`src/rtl/mips_multicycle_ctrl.sv`:
```
// Multi-cycle control FSM for the R-type MIPS ALU datapath (fetch/decode/execute/writeback).
// Define MIPS_CTRL_SINGLE_STEP_EN to add a 'step' input that runs one instruction from IDLE.
module mips_multicycle_ctrl #(
    parameter int unsigned FETCH_TIMEOUT = 15,
    parameter int unsigned CNT_W         = 16
) (
    input  logic             CLK,
    input  logic             RESET,
    input  logic [31:0]      INSTRUCTION,
    input  logic             mem_ready,
    input  logic             run,
`ifdef MIPS_CTRL_SINGLE_STEP_EN
    input  logic             step,
`endif
    output logic             pc_write,
    output logic             ir_write,
    output logic             reg_write,
    output logic [3:0]       alu_ctrl,
    output logic [2:0]       state,
    output logic             illegal,
    output logic             timeout,
    output logic             halted,
    output logic [CNT_W-1:0] retired,
    output logic [CNT_W-1:0] illegal_cnt
);

    localparam int unsigned WAIT_W = (FETCH_TIMEOUT > 1) ? $clog2(FETCH_TIMEOUT + 1) : 1;

    typedef enum logic [2:0] {
        S_IDLE      = 3'd0,
        S_FETCH     = 3'd1,
        S_DECODE    = 3'd2,
        S_EXECUTE   = 3'd3,
        S_WRITEBACK = 3'd4,
        S_HALT      = 3'd5
    } state_t;

    state_t            cur;
    logic [31:0]       ir_q;
    logic [WAIT_W-1:0] wait_cnt;
    logic              go;
    logic              funct_ok;
    logic [3:0]        funct_alu;
    logic              unused_ir;

    assign state     = cur;
    assign unused_ir = ^{ir_q[25:16], ir_q[10:6]};

`ifdef MIPS_CTRL_SINGLE_STEP_EN
    // A step pulse only leaves IDLE; completion returns to IDLE whenever run is low.
    assign go = run | step;
`else
    assign go = run;
`endif

    always_comb begin
        funct_ok  = 1'b1;
        funct_alu = 4'b0010;
        unique case (ir_q[5:0])
            6'h20:   funct_alu = 4'b0010;
            6'h22:   funct_alu = 4'b0110;
            6'h24:   funct_alu = 4'b0000;
            6'h25:   funct_alu = 4'b0001;
            6'h27:   funct_alu = 4'b1100;
            6'h2A:   funct_alu = 4'b0111;
            default: funct_ok  = 1'b0;
        endcase
    end

    always_ff @(posedge CLK) begin
        if (RESET) begin
            cur         <= S_IDLE;
            ir_q        <= '0;
            wait_cnt    <= '0;
            pc_write    <= 1'b0;
            ir_write    <= 1'b0;
            reg_write   <= 1'b0;
            illegal     <= 1'b0;
            alu_ctrl    <= 4'b0010;
            timeout     <= 1'b0;
            halted      <= 1'b0;
            retired     <= '0;
            illegal_cnt <= '0;
        end else begin
            pc_write  <= 1'b0;
            ir_write  <= 1'b0;
            reg_write <= 1'b0;
            illegal   <= 1'b0;
            case (cur)
                S_IDLE: begin
                    wait_cnt <= '0;
                    if (go) cur <= S_FETCH;
                end
                S_FETCH: begin
                    if (mem_ready) begin
                        pc_write <= 1'b1;
                        ir_write <= 1'b1;
                        ir_q     <= INSTRUCTION;
                        wait_cnt <= '0;
                        cur      <= S_DECODE;
                    end else if (wait_cnt == WAIT_W'(FETCH_TIMEOUT - 1)) begin
                        timeout <= 1'b1;
                        halted  <= 1'b1;
                        cur     <= S_HALT;
                    end else begin
                        wait_cnt <= wait_cnt + WAIT_W'(1);
                    end
                end
                S_DECODE: begin
                    if (ir_q[31:26] == 6'h3F) begin
                        halted <= 1'b1;
                        cur    <= S_HALT;
                    end else if (ir_q[31:26] == 6'h00 && funct_ok) begin
                        alu_ctrl <= funct_alu;
                        cur      <= S_EXECUTE;
                    end else begin
                        illegal <= 1'b1;
                        if (illegal_cnt != '1) illegal_cnt <= illegal_cnt + CNT_W'(1);
                        cur <= run ? S_FETCH : S_IDLE;
                    end
                end
                S_EXECUTE: cur <= S_WRITEBACK;
                S_WRITEBACK: begin
                    reg_write <= (ir_q[15:11] != 5'd0);
                    if (retired != '1) retired <= retired + CNT_W'(1);
                    cur <= run ? S_FETCH : S_IDLE;
                end
                S_HALT: halted <= 1'b1;
                default: cur <= S_IDLE;
            endcase
        end
    end

endmodule

```
`config.mk`:
```
export PLATFORM = sky130hd
export DESIGN_NAME = mips_multicycle_ctrl
export DESIGN_NICKNAME = d
export VERILOG_FILES = /design/src/rtl/mips_multicycle_ctrl.sv
export SDC_FILE = /design/constraint.sdc
export NUM_CORES = 1
export LEC_CHECK = 0
export ABC_AREA = 1
export CAP_MARGIN = 20
export CORE_MARGIN = 2
export CORE_UTILIZATION = 52
export CTS_BUF_LIST = sky130_fd_sc_hd__clkbuf_4
export CTS_CLUSTER_DIAMETER = 120
export CTS_CLUSTER_SIZE = 24
export DETAILED_ROUTE_END_ITERATION = 6
export PLACE_DENSITY = 0.95
export RECOVER_POWER = 100
export SLEW_MARGIN = 40
export SYNTH_ARGS = -nofsm -noshare
export SYNTH_HDL_FRONTEND = slang
export SYNTH_SLANG_ARGS = --single-unit
```
`constraint.sdc`:
```
create_clock -name CLK -period 3 [get_ports CLK]
set_input_delay 0.6 -clock CLK [delete_from_list [all_inputs] [get_ports CLK]]
set_output_delay 0.6 -clock CLK [all_outputs]
set_load 0.05 [all_outputs]
```
# ---- Word-level counts from Yosys, hierarchy flattened
# Cells that the tools add are included.
dict set report totals {
  reg_bits 80
  output_inout_bits 45
  elab_cells 78
}
dict set report op_classes {
  addsub 3
  n_eq_ne 21
  n_mux 18
  bitwise_logic 7
  n_reduce_logical 18
}
# operator n
set op_table {}
lappend op_table {{$eq A6 B6 Y1 const B} 7}
lappend op_table {{$add A16 B1 Y16 const B} 2}
lappend op_table {{$ne A16 B16 Y1 const B} 2}
lappend op_table {{$pmux W4 S5} 1}
lappend op_table {{$pmux W3 S6} 1}
lappend op_table {{$mux W3} 4}
lappend op_table {{$reduce_and A3 Y1} 3}
lappend op_table {{$mux W4} 2}
lappend op_table {{$ne A2 B2 Y1 const B} 4}
lappend op_table {{$pmux W4 S2} 1}
lappend op_table {{$reduce_and A4 Y1} 2}
lappend op_table {{$mux W1} 7}
lappend op_table {{$not A1 Y1} 7}
lappend op_table {{$eq A3 B2 Y1 const B} 2}
lappend op_table {{$eq A3 B3 Y1 const B} 2}
lappend op_table {{$logic_not A6 Y1} 1}
lappend op_table {{$ne A3 B3 Y1 const B} 2}
lappend op_table {{$reduce_and A2 Y1} 3}
lappend op_table {{$reduce_or A6 Y1} 1}
lappend op_table {{$reduce_bool A5 Y1} 1}
lappend op_table {{$add A4 B1 Y4 const B} 1}
lappend op_table {{$eq A4 B4 Y1 const B} 1}
lappend op_table {{$reduce_or A2 Y1} 2}
lappend op_table {{$eq A3 B1 Y1 const B} 1}
lappend op_table {{other kinds (7)} 7}

# ---- Longest topological paths before layout
# Gate-level depths: netlist (run 1).
dict set report depth {
  ltp_word 7
  mapped_depth 10
  depth_no_buf 10
}

# ---- Least setup slack after synthesis (run 1)
# No wires, ideal clock.
dict set report synth_timing {
  path_type {register to register}
  startpoint {register illegal_cnt[0]}
  endpoint {register illegal_cnt[13]}
  setup_ps 68
  arrival_ps 1860
  required_time_ps 2932
  setup_slack_ps 1073
  path_stages_with_launch 9
  n_path_buf 1
  period_less_slack_ps 1927
  cell_sequence {dfxtp_1 -> ha_1 -> nand2_2 -> nor2_4 -> nand3_4 -> nand3_4 -> buf_8 -> nand2_1 -> a21oi_2}
}
dict set report synth_via {
  elab_chain_len 2
  elab_cells_between_ends 3
  classes_between {add/sub: 1; eq/ne: 1; reduce/logical: 1}
}
# element line_no
set synth_rtl {}
lappend synth_rtl {{start, declared} 24} ;# output logic [CNT_W-1:0] illegal_cnt
lappend synth_rtl {{start signal, assigned} 118} ;# if (illegal_cnt != '1) illegal_cnt <= illegal_cnt + CNT_W'(1);
lappend synth_rtl {{parallel branches: the longest is 2 deep, another holds $add A16 B1 Y16} n/a}
# Parallel ways; which one is timed is not known.
# A chain may end at the register's enable or synchronous reset.

# ---- Worst setup path after layout (run 1)
dict set report layout_timing {
  startpoint {register retired[3]}
  endpoint {output port retired[3]}
}
# element line_no
set layout_lines {}
lappend layout_lines {{start, declared} 23} ;# output logic [CNT_W-1:0] retired,
lappend layout_lines {{start signal, assigned} 125} ;# if (retired != '1) retired <= retired + CNT_W'(1);
# No word-level cell between the ends.

==> results of run 1 <==
==> cell families after synthesis <==
family | synth area share, %
AOI/OAI and AO/OA | 12.2
xor gates and xnor gates | 2.29
adders and majority gates | 1.45
buffers and inverters | 7.88
DFF | 37.8
and+or+nand+nor | 38.4
==> sequential cells by signal (all words and copies together), names as in the netlist <==
| register | cells |
|---|---|
| state | 3 |
| wait_cnt | 4 |
| ir_q | 17 |
| illegal | 1 |
| reg_write | 1 |
| halted | 1 |
| retired | 16 |
| ir_write | 1 |
| alu_ctrl | 4 |
| illegal_cnt | 16 |
| timeout | 1 |
==> per-stage QoR <==
stage          hold WS (ps)  cells
6_report                454    660
5_1_grt                 477    660
4_1_cts                 461    660
3_5_place_dp            446    645
3_3_place_gp            440    645
2_1_floorplan           429    515
==> final cells by class <==
type / count / area (sq um)
tap: 77 / 96.3
multi-input combinational: 386 / 1860
clock inverter: 5 / 47.5
timing repair buffer: 67 / 658
clock buffer: 10 / 75.1
sequential: 65 / 1300
inverter: 50 / 188
fill: 542 / 2160
==> routing by layer <==
| metal | part of all wire [%] | vias up | global-route usage [%] |
|---|---|---|---|
| met2 | 53 | 118 | 44.6 |
| met5 | 0 | - | 0 |
| met3 | 4.8 | 20 | 3.70 |
| met4 | 2.0 | 0 | 13.0 |
| met1 | 41 | 1640 | 27.1 |
| li1 | - | 1810 | - |
==> final timing paths <==
path	startpoint	slack [ps]	cells past startpoint	to
worst max-delay path	retired[3]	600	1	retired[3]
worst min-delay path	halted	450	2	halted
worst max register to register	retired[0]	620	8	retired[15]
worst min register to register	halted	450	2	halted
==> cells in the final DEF (no fill, tap or decap), types with 2 or more instances in the layout <==
| cell | synthesis | layout |
|---|---|---|
| nand2_2 | 3 | 3 |
| dlygate4sd3_1 | 0 | 46 |
| a21oi_1 | 43 | 44 |
| nand2_1 | 144 | 145 |
| nand4_1 | 17 | 17 |
| and3_1 | 2 | 2 |
| nand3_2 | 3 | 3 |
| a21oi_2 | 6 | 5 |
| clkbuf_1 | 9 | 2 |
| nand3_4 | 2 | 2 |
| nand3b_1 | 5 | 5 |
| xor2_1 | 6 | 6 |
| clkinv_2 | 0 | 2 |
| xnor2_1 | 3 | 3 |
| nor2_1 | 68 | 69 |
| nor2_4 | 2 | 2 |
| inv_2 | 7 | 5 |
| ha_1 | 4 | 4 |
| clkinv_1 | 0 | 2 |
| clkbuf_4 | 0 | 10 |
| nand3_1 | 29 | 29 |
| nor2_2 | 7 | 6 |
| clkdlybuf4s50_1 | 0 | 19 |
| nor3_1 | 8 | 8 |
| dfxtp_1 | 65 | 65 |
| o21ai_0 | 27 | 28 |
| inv_1 | 43 | 45 |
==> power breakdown <==
part	switching [W]	internal, W
registers	0.0000604	0.000943
clock network	0.000315	0.000251
logic	0.000383	0.000166
total	0.000758	0.00136
==> impl_metrics.py, run 1 <==
metrics = {
    "clock_tree": {
        "clk_pin_slew_ps": 100,
        "cts_max_level": 3,
        "cts_buffer_depth": 2,
        "insertion_delay_ps": 410,
        "holdBufCountCts": 0,
        "ctsResizeCount": 0,
        "clock-root-buffer": "clkbuf_4",
        "clock_sinks": 65,
        "tritoncts": "done",
        "postCtsSetupRepairBufs": 0,
        "cts_made_buffers": 9,
    },
    "worst_setup_path": {
        "critPathSlowestCell": "dlygate4sd3_1",
        "worst-path-buf-inv": 1,
        "crit_chain": "dlygate4sd3_1",
        "critPathCaptureType": "primary output",
        "crit_family": "buffers and inverters",
        "criticalPathCategory": "register to primary output",
        "cp-start-kind": "register",
        "worstPathMaxFanout": 7,
        "cp.arrival_ps": 1800,
        "worst_ep_required_time_ps": 2400,
        "critPathMaxStageDelay_ps": 910,
    },
    "yosys": {
        "synth_edf_count": 0,
        "async_flop_share_pct": 0,
        "synth_area_leaders": "dfxtp_1, nand2_1, nor2_1",
        "synth_area_leader_cell": "dfxtp_1",
        "ys_ff_latch": 65,
        "syn-cell-area_sq_um": 3440,
        "synth_seq_area_share_pct": 37.8,
        "yosysWarnings": 0,
        "synth_nets": 555,
        "synth_ff_type": "dfxtp_1",
        "synth_common_cells": "nand2_1, nor2_1, dfxtp_1",
        "yosysMostFrequentCell": "nand2_1",
        "synth_cells": 515,
        "avgSynthCellArea_sq_um": 6.69,
        "synth_cell_types": 33,
        "synth_top_area_share_pct": 37.8,
    },
    "final_layout": {
        "nets": 619,
        "fin_util_pct": 66.1,
        "design_area_sq_um": 4220,
        "antennaDiodeCount": 0,
        "syn_to_final_growth_pct": 22.6,
        "drive_gt1_share_pct": 6.86,
    },
    "routing": {
        "postRouteAntennaNets": 0,
        "wl_per_cell_um": 13.0,
        "drt-pass1-iter-count": 5,
        "num_vias": 3588,
        "drc_errors": 0,
        "drt-initial-drc-count": 244,
        "routed_wl_um": 8590,
        "viasPerCell": 5.44,
    },
    "timing": {
        "tightest_slew_ps": 1860,
        "setup_violations": 0,
        "relSlewSlack_pct": -24.2,
        "hold_viol_final": 0,
        "min_period_over_period_pct": 80.1,
        "worst_slack_ps": 596,
        "finClkSkew_ps": 17.5,
        "max_freq_mhz": 416,
        "period_minus_slack_ps": 2400,
        "rsz0062_at_grt": "no",
        "slew_violations": 37,
        "tns_ps": 0,
    },
    "place": {
        "pre_cts_ws_ps": 773,
        "portBuffers": 65,
        "place_hpwl_um": 6110,
        "gp_congestion": 0.912,
        "dpl_cell_area_sq_um": 4120,
    },
    "pwr": {
        "power_w": 0.00212,
        "power_density_nw_per_um2": 501,
        "vdd_drop_max_v": 0.000327,
        "power_leakage_nw": 1.69,
    },
    "grt": {
        "grt_max_degree": 37,
        "grt_pass1_vias": 3443,
        "grt_pass1_wl_um": 14500,
        "track_usage_pct": 24.4,
        "grt-ovfl-total": 0,
        "antenna_found_initial": 0,
    },
    "floorplanning": {
        "rows": 29,
        "die_w_um": 85.4,
        "core_sq_um": 6390,
        "ios": 81,
        "dieHeight_um": 85.4,
        "initial_core_util_pct": 53.9,
        "dieArea_sq_um": 7290,
    },
    "status": {
        "status": "complete, but fails checks",
        "violations": "capacitance limit, slew limit",
    },
    "min_path": {
        "worstHoldPathType": "register to register",
    },
    "run": {
        "cap_violations": 1,
    },
}
No activity file was read; power rests on OpenSTA's default activity.
==> inputs of run 2 (changes only) <==
Settings changed: CORE_UTILIZATION 52 to 47, PLACE_DENSITY 0.95 to 0.91.
Clock period 3 ns to 2.15 ns, I/O delays scaled along.
==> run 2 against run 1 <==
  * The flow now finishes without violations
  * Largest cell class unchanged
  * Sequential power increased by 40%
  * Critical path type unchanged
  * Non-clock buffer count increased by 4
  * Highest routed layer unchanged
  * Count of clock-buffer cells in the layout increased by 1
==> impl_metrics.py, run 2 (same netlist as run 1, synthesis figures left out) <==
metrics = {
    "worst_setup_path": {
        "critPathMaxStageDelay_ps": 870,
        "criticalPathCategory": "register to primary output",
        "ff2ff_path_depth": 7,
        "crit_chain": "clkdlybuf4s50_1",
        "cp-start-kind": "register",
        "reg2reg_slack_ps": 190,
        "worst-path-buf-inv": 1,
        "worstPathMaxFanout": 4,
        "worstSetupStartpoint": "state[1]",
        "reg2reg_from": "illegal_cnt[0]",
        "crit_family": "buffers and inverters",
        "rr_endpoint": "illegal_cnt[9]",
        "critPathCaptureType": "primary output",
        "critPathSlowestCell": "clkdlybuf4s50_1",
        "cp.arrival_ps": 1660,
        "worst_ep_required_time_ps": 1720,
    },
    "floorplanning": {
        "die_w_um": 89.6,
        "rows": 31,
        "dieArea_sq_um": 8030,
        "core_sq_um": 7180,
        "ios": 81,
        "dieHeight_um": 89.6,
        "initial_core_util_pct": 48.0,
    },
    "clock_tree": {
        "holdBufCountCts": 0,
        "insertion_delay_ps": 410,
        "cts_max_level": 3,
        "clock-root-buffer": "clkbuf_4",
        "clock_sinks": 65,
        "clk_pin_slew_ps": 90,
        "cts_made_buffers": 9,
        "tritoncts": "done",
        "cts_buffer_depth": 2,
    },
    "final_layout": {
        "top_register": "ir_q",
        "largest_reg_flops": 17,
        "drive_gt1_share_pct": 6.80,
        "antennaDiodeCount": 0,
        "syn_to_final_growth_pct": 20.6,
        "final_common_cell": "nand2_1",
        "stdcell_count": 687,
        "nets": 623,
        "mostFrequentLayoutCells": "nand2_1, nor2_1, dfxtp_1, inv_1, a21oi_1",
        "top_regs": "ir_q (17), illegal_cnt (16), retired (16)",
    },
    "status": {
        "status": "complete, no violations",
    },
    "routing": {
        "wl_per_cell_um": 12.3,
        "viasPerCell": 5.19,
        "postRouteAntennaNets": 0,
        "routed_wl_um": 8420,
        "drc_errors": 0,
        "drt-initial-drc-count": 176,
        "drt-pass1-iter-count": 5,
        "num_vias": 3565,
    },
    "timing": {
        "relSlewSlack_pct": 43.6,
        "tns_ps": 0,
        "period_minus_slack_ps": 2090,
        "max_freq_mhz": 478,
        "whs_ps": 457,
        "min_period_over_period_pct": 97.3,
        "slew_violations": 0,
        "rsz0062_at_grt": "no",
        "finClkSkew_ps": 17.0,
        "tightest_slew_ps": 846,
        "hold_viol_final": 0,
        "setup_violations": 0,
    },
    "place": {
        "gp_congestion": 0.915,
        "place_hpwl_um": 6080,
        "portBuffers": 65,
        "dp_cells": 671,
    },
    "grt": {
        "grt_max_degree": 37,
        "grt-ovfl-total": 0,
        "grt_pass1_wl_um": 14400,
        "track_usage_pct": 22.9,
        "antenna_found_initial": 0,
        "grt_pass1_vias": 3370,
    },
    "min_path": {
        "hold_path_startpoint": "ir_q[15]",
        "whs_path_depth": 2,
        "hold_end": "ir_q[15]",
        "worstHoldPathType": "register to register",
    },
    "pwr": {
        "power_leakage_nw": 1.59,
        "power_density_nw_per_um2": 705,
        "vdd_drop_max_v": 0.000273,
    },
    "run": {
        "cap_violations": 0,
    },
}
run 2: cell count changes in the layout (fill, tap and decap cells not counted), sizes merged:
cell and delta:
clkbuf +17, buf +6, dlygate4sd3 -42, dlygate4sd2 +9, clkdlybuf4s50 +15
run 2: power breakdown:
part / internal, W / switching [W]
Clock: 0.000368 / 0.000415
Sequential: 0.00132 / 0.0000859
Combinational: 0.000231 / 0.000511
Total: 0.00191 / 0.00101
run 2: routing by layer:
layer | vias up | global-route usage (%) | part of all wire, %
li1 | 1814 | - | -
met2 | 121 | 40.5 | 49
met1 | 1611 | 26.8 | 43
met5 | - | 0 | 0
met3 | 19 | 5.21 | 6.0
met4 | 0 | 9.23 | 1.8
run 2: worst max-delay path by stage:
stage	to	slack, ps	cells after the start
global route	illegal_cnt[1]	0.07	1
detailed placement	ir_q[2]	140	6
floorplan	illegal_cnt[13]	220	8
CTS	retired[6]	6	1
global placement	ir_q[2]	170	6
finish	state[1]	60	1
run 2: timing repair:
action                                  4_1_cts  5_1_grt
cloned                                        0        0
gates resized for setup                       9       18
setup buffers                                 0        0
endpoints found under the setup margin        9       18
run 2: through the flow:
step                      utilization (%)  setup slack [ps]  power (W)  area [sq um]
after detailed placement             58.3               144    0.00220          4180
final                                57.9              57.7    0.00293          4150
after floorplan                         -               223    0.00200          3440
after global routing                 57.9            0.0671    0.00311          4150
after CTS                            59.9              6.45    0.00298          4300
after global placement               58.3               165    0.00217          4180
run 2: area by class of cell:
type	count	area, sq um
Fill cell	682	3020
Multi-Input combinational cell	386	1840
Sequential cell	65	1300
Clock inverter	5	46.3
Inverter	50	188
Clock buffer	11	82.6
Tap cell	99	124
Timing Repair Buffer	71	572
